<file path="config.mk">
export PLATFORM = sky130hd
export DESIGN_NAME = tile_spawner
export DESIGN_NICKNAME = d
export VERILOG_FILES = /design/src/rtl/tile_spawner.sv
export SDC_FILE = /design/constraint.sdc
export NUM_CORES = 1
export LEC_CHECK = 0
export ABC_CLOCK_PERIOD_IN_PS = 2860
export BUFFER_PORTS_ARGS = -buffer_cell sky130_fd_sc_hd__buf_2
export CORE_ASPECT_RATIO = 1.1
export CORE_MARGIN = 8
export CORE_UTILIZATION = 54
export DETAILED_ROUTE_END_ITERATION = 12
export PLACE_DENSITY = 0.76
export SETUP_SLACK_MARGIN = 0.05
export SLEW_MARGIN = 0
export SYNTH_ARGS = -nofsm -noshare
export SYNTH_HDL_FRONTEND = slang
export SYNTH_SLANG_ARGS = --single-unit
</file>
<file path="constraint.sdc">
create_clock -name clk -period 2.86 [get_ports clk]
set_input_delay 0.143 -clock clk [delete_from_list [all_inputs] [get_ports clk]]
set_output_delay 0.143 -clock clk [all_outputs]
set_load 0.005 [all_outputs]
</file>
<file path="src/rtl/tile_spawner.sv">
// Spawns one tile on the 4x4 board: random probing of a board snapshot, then a linear scan fallback.
// Optional macro TILE_SPAWN_FOUR_EN lets rndNum select a 4-tile (exponent 2) instead of a 2-tile.
module tile_spawner #(
    parameter int MAX_TRIES = 8
) (
    input  logic        clk,
    input  logic        rst,
    input  logic        spawn_req,
    input  logic [63:0] board_in,
    input  logic [1:0]  xCoor,
    input  logic [1:0]  yCoor,
    input  logic        rndNum,
    output logic        busy,
    output logic        wr_en,
    output logic [1:0]  wr_x,
    output logic [1:0]  wr_y,
    output logic [3:0]  wr_val,
    output logic        done,
    output logic        full
);

    localparam int TW = (MAX_TRIES > 1) ? $clog2(MAX_TRIES) : 1;
    localparam logic [TW-1:0] LAST_TRY = TW'(MAX_TRIES - 1);

    typedef enum logic [1:0] {IDLE, SAMPLE, SCAN, RESP} state_t;

    state_t        state;
    logic [63:0]   board_q;
    logic [TW-1:0] tries;
    logic [3:0]    scan_idx;
    logic [3:0]    sample_idx;
    logic          sample_empty;
    logic          scan_empty;
    logic [3:0]    new_val;

    assign sample_idx   = {yCoor, xCoor};
    assign sample_empty = (board_q[{sample_idx, 2'b00} +: 4] == 4'd0);
    assign scan_empty   = (board_q[{scan_idx, 2'b00} +: 4] == 4'd0);

`ifdef TILE_SPAWN_FOUR_EN
    assign new_val = rndNum ? 4'd2 : 4'd1;
`else
    logic rnd_unused;
    assign rnd_unused = rndNum;
    assign new_val    = 4'd1;
`endif

    always_ff @(posedge clk or posedge rst) begin
        if (rst) begin
            state    <= IDLE;
            board_q  <= '0;
            tries    <= '0;
            scan_idx <= '0;
            busy     <= 1'b0;
            wr_en    <= 1'b0;
            wr_x     <= '0;
            wr_y     <= '0;
            wr_val   <= '0;
            done     <= 1'b0;
            full     <= 1'b0;
        end else begin
            case (state)
                IDLE: begin
                    if (spawn_req) begin
                        board_q  <= board_in;
                        tries    <= '0;
                        scan_idx <= '0;
                        busy     <= 1'b1;
                        state    <= SAMPLE;
                    end
                end
                SAMPLE: begin
                    if (sample_empty) begin
                        wr_x   <= xCoor;
                        wr_y   <= yCoor;
                        wr_val <= new_val;
                        wr_en  <= 1'b1;
                        done   <= 1'b1;
                        full   <= 1'b0;
                        state  <= RESP;
                    end else if (tries == LAST_TRY) begin
                        state <= SCAN;
                    end else begin
                        tries <= tries + 1'b1;
                    end
                end
                SCAN: begin
                    if (scan_empty) begin
                        wr_x   <= scan_idx[1:0];
                        wr_y   <= scan_idx[3:2];
                        wr_val <= new_val;
                        wr_en  <= 1'b1;
                        done   <= 1'b1;
                        full   <= 1'b0;
                        state  <= RESP;
                    end else if (scan_idx == 4'd15) begin
                        full  <= 1'b1;
                        done  <= 1'b1;
                        state <= RESP;
                    end else begin
                        scan_idx <= scan_idx + 1'b1;
                    end
                end
                RESP: begin
                    // write fields return to 0 so they read 0 whenever wr_en is low
                    done   <= 1'b0;
                    wr_en  <= 1'b0;
                    full   <= 1'b0;
                    wr_x   <= '0;
                    wr_y   <= '0;
                    wr_val <= '0;
                    busy   <= 1'b0;
                    state  <= IDLE;
                end
                default: state <= IDLE;
            endcase
        end
    end

endmodule

</file>
**Word-level counts from Yosys, hierarchy flattened**

Cells that the tools add are included.

- Multiplexer cells: 34
- Reductions and logical operators: 14
- Shifts and indexed selects: 2
- $add $sub $neg: 2
- Eq/ne operators: 14

Operator list:

| kind | count |
|---|---|
| $shiftx 64x7->4 | 2 |
| $mux 4 | 5 |
| $mux 2 | 9 |
| $ne 2x2->1 const B | 7 |
| $pmux 2 s3 | 2 |
| $pmux 4 s3 | 1 |
| $mux 3 | 3 |
| $pmux 1 s3 | 3 |
| $reduce_and 3->1 | 3 |
| $logic_not 4->1 | 2 |
| $pmux 2 s4 | 1 |
| $pmux 4 s2 | 1 |
| $reduce_and 4->1 | 2 |
| $mux 1 | 7 |
| $ne 3x3->1 const B | 2 |
| $pmux 3 s2 | 1 |
| $reduce_bool 2->1 | 3 |
| $add 4x1->4 const B | 1 |
| $eq 2x2->1 const B | 2 |
| $eq 4x4->1 const B | 1 |
| $reduce_and 2->1 | 2 |
| $add 3x1->3 const B | 1 |
| $eq 3x3->1 const B | 1 |
| $reduce_bool 3->1 | 1 |
| other kinds (3) | 3 |

- Register bits: 85
- Input port bits: 72
- Word-level logic and storage cells: 77

**Longest topological paths before layout**

- Depth in word-level cells: 4
- Depth in mapped cells: 9
- Mapped depth without buffers: 7

**Worst setup path before layout**

No wires, ideal clock.

- Kind: register -> register
- Start: register state[0]
- End: register board_q[0]
- Arrival: 1.939 ns
- Cell stages (with the launch flop): 8
- Setup time: 0.125 ns
- Path slack: 0.796 ns
- Data required time: 2.735 ns
- Path through: dfrtp_1 inv_1 ha_1 clkbuf_1 nand2_1 clkbuf_1 clkbuf_1 mux2_2

- Cells in the longest elaborated chain, start to end: 2

RTL lines:

| what | line | source |
|---|---|---|
| start, declared | 27 | `state_t state;` |
| start signal, assigned | 50 | `state <= IDLE;` |
| start signal, assigned | 69 | `state <= SAMPLE;` |
| start signal, assigned | 80 | `state <= RESP;` |
| $logic_not 2->1 | 62 | `case (state)` |
| $reduce_and 2->1 (no source line) | - |  |
| end signal, assigned | 65 | `board_q <= board_in;` |
| end, declared | 28 | `logic [63:0] board_q;` |

No other way between the ends.
A chain may end at the register's enable or synchronous reset.

**Final worst setup path**

- Start: register board_q[20]
- End: register state[1]

- Cells in the longest elaborated chain, start to end: 4
- Elaborated cells between the ends (all ways): 10
- Those cells by class: eq/ne: 2; shift: 2; mux: 3; reduce/logical: 3

RTL lines:

| what | line | source |
|---|---|---|
| $shiftx 64x7->4 (on tied branches) | 38, 37 |  |
| $logic_not 4->1 (on tied branches) | 38, 37 |  |
| $mux 2 (tied with other cells) | 88 | `if (scan_empty) begin` |
| $pmux 2 s4 / $reduce_and 3->1 (equally long branches) | - |  |
| end signal, assigned | 69 |  |
| end signal, assigned | 95 | `state <= RESP;` |
| end signal, assigned | 99 | `state <= RESP;` |

Parallel ways exist; a longest one is shown, timed or not.

==> results.cfg <==
[global_route]
overflow = 0
grtUsageTotal = 0.1599
grt_max_degree = 65
antenna_found_initial = 0
grt_pass1_vias = 2898
grt_first_pass_wirelength_um = 13710

[die]
fp-row-count = 32
coreArea_sq_mm = 0.007047
die_w_um = 97.26
io_pins = 84
die_area_sq_mm = 0.01025
start_util = 0.5566
die_height_um = 105.4

[power]
swShare = 0.3460
p_leak_nw = 2.096
seq_power_share = 0.444
comb_power_share = 0.389
p_switching_mw = 1.628
design_power_total_mw = 4.704
power.density_mw_per_mm2 = 1025
vdd_drop_max_uv = 794.9
clkPwrFrac = 0.167
intPower_mw = 3.076

[place]
dp_hpwl_um = 5992
gp_congestion = 0.8247
dp.cells = 458
io_buffers = 79

[sta]
fin_hold_ws_ns = 0.008221
final-max-slew-violation-count = 0
setup_viol = 0
slew_headroom = 0.4776
tightest_slew_ns = 0.7836
period_needed_ns = 2.412
post-route-period-util = 0.8432
finalClockSkew_ns = 0.01244
rsz0062_at_grt = false
fmax_mhz = 414.7
finalHoldViolCount = 0
fin_tns_setup_ns = 0

[setup_path]
cp.buffers_inverters = 0
ff2ff_setup_slack_ns = 0.45
critical_path.max_fanout = 5
arrival_ns = 2.65
crit_required_ns = 3.10
start_kind = flip-flop
path_delay_family = simple AND/OR/NAND/NOR gates
path_class = flip-flop to flip-flop
critPathSlowestCell = nor4_1
cpPeakStageDelay_ns = 0.50
worst_setup_path_end_kind = flip-flop
path_cells = nor4_1 -> o22ai_1 -> nor4_2 -> mux2i_4 -> and2_4 -> a211oi_2 -> mux2_4

[clock_tree]
cts.clk_slew.worst_paths_ns = 0.09
htreeDepth = 3
clk-insertion-delay-late_ns = 0.36
cts.sinks = 81
clockRootBuffer = clkbuf_8
cts_resized = 0
post_cts_buffers = 0
cts_tree = yes
clock_path_buffers = 2
cts_buffers = 9

[finish]
syn_to_final_growth_pct = 17.00
final_cells = 476
antenna_cells = 0
nets = 465
drive_gt1_frac = 0.4757
fillers = 578
postLayoutCoreUtil = 0.6513

[synth]
synth_area_leaders = dfrtp_1 (52%), mux2_2 (18%), nor4_2 (2.6%)
netlist_area_sq_mm = 0.003923
ys_ff_latch = 81
synth_cell_types = 50
synth_top_area_frac = 0.5167
syn_area_per_cell_sq_um = 12.82
post-synth-top-area-cell = dfrtp_1
async_flop_share = 1.000
netlist_instances = 306
synthFlopType = dfrtp_1
yosys_warnings = 0
seq_area_frac_synth = 0.5167
synth_edf_count = 0

[routing]
post_drt_wl_per_cell_um = 16.82
drc_errors = 0
vias_per_cell = 5.645
routed_wl_um = 8005
ant_nets = 0
vias = 2687
drt-pass1-iter-count = 4
first_iter_violations = 151

[worst_hold_path]
min_path_type = input port to flip-flop

[job]
maxCapViolCount = 0

[run_status]
status = completed
## worst reg2reg max path: stages (launching register included)
cell	delay, ns
dfrtp_1	0.38
nor4_1	0.50
o22ai_1	0.16
nor4_2	0.40
mux2i_4	0.18
and2_4	0.20
a211oi_2	0.18
mux2_4	0.31
## state kept, by name, summed over array words and instances (netlist names)
register and count:
board_q 64, state 2, busy 1, scan_idx 4, tries 3, wr_y 2, wr_val 1, done 1
full 1, wr_x 2
## cells in the mapped netlist (5+ instances only)
| library cell | n |
|---|---|
| dfrtp_1 | 81 |
| mux2_2 | 64 |
| nand2_1 | 14 |
| inv_1 | 10 |
| nor4_1 | 10 |
| mux2i_1 | 9 |
| clkbuf_1 | 8 |
| nor2_1 | 8 |
| nor4_2 | 8 |
| o21ai_0 | 8 |
| o22ai_1 | 8 |
| ha_1 | 7 |
| buf_4 | 5 |
| mux2_4 | 5 |
| nand4_1 | 5 |
## power groups by stage
| stage | sequential, mW | clock, mW | combinational (mW) |
|---|---|---|---|
| 2_1_floorplan | 1.99 | 0 | 1.54 |
| 3_3_place_gp | 2.09 | 0 | 1.78 |
| 3_5_place_dp | 2.12 | 0 | 1.84 |
| 4_1_cts | 2.09 | 0.806 | 1.85 |
| 5_1_grt | 2.17 | 0.843 | 2.01 |
| 6_report | 2.09 | 0.785 | 1.83 |
## kinds of logic after synthesis
family	after synthesis	share of synthesized area
mux	80	0.2373
other cells	1	0.0009560
buf+inv	27	0.03190
flops	81	0.5167
simple gates	68	0.1129
fa+ha+maj	7	0.02233
compound gates	42	0.07783
## final cells by class
class	instances	area (sq um)	area share
sequential	81	2027	0.4417
clock inverter	6	50.05	0.01091
timing repair buffer	84	450.4	0.09815
clock buffer	10	137.6	0.02999
multi-input combinational	200	1780	0.3880
tap	85	106.4	0.02317
inverter	10	37.54	0.008179
## repair_timing
action / CTS / global route
hold buffers: 2 / 0
hold endpoints to repair: 34 / 0
setup endpoints to repair: 0 / 0
## placed cells by master, fill, tap and decap left out, types with 4 or more instances in the layout
| cell type | instances |
|---|---|
| dfrtp_1 | 81 |
| buf_2 | 79 |
| mux2_2 | 64 |
| nand2_1 | 13 |
| nor4_1 | 10 |
| clkbuf_8 | 10 |
| inv_1 | 9 |
| mux2i_1 | 9 |
| nor2_1 | 8 |
| nor4_2 | 8 |
| o21ai_0 | 8 |
| o22ai_1 | 8 |
| ha_1 | 7 |
| nand4_1 | 5 |
| mux2_4 | 5 |
| a22oi_1 | 4 |
| nand3b_1 | 4 |
## path summary, 6_finish.rpt
| path | start | endpoint | depth (start not counted) |
|---|---|---|---|
| setup / recovery | board_q[20] | state[1] | 7 |
| hold / removal | board_in[36] | board_q[36] | 2 |
| setup reg to reg | board_q[20] | state[1] | 7 |
| hold reg to reg | board_q[8] | board_q[8] | 1 |
| max in group asynchronous | rst | board_q[13] | 4 |
| min in group asynchronous | rst | board_q[44] | 3 |
## per-stage QoR
stage | area, sq um | worst slack [ns]
final | 4589 | 0.4484
after global routing | 4589 | 0.2980
after CTS | 4589 | 0.4238
after detailed placement | 4382 | 0.4433
after global placement | 4382 | 0.4609
after floorplan | 3930 | 0.6369
## metal layers
metal / global-route usage / vias to the layer above / routed length [um]
met1: 0.1971 / 1318 / 3515
met3: 0.04442 / 14 / 465
li1: - / 1283 / -
met4: 0.06934 / 0 / 161
met5: 0 / - / 0
met2: 0.2580 / 72 / 3864
Power figures use the tool's default switching activity.
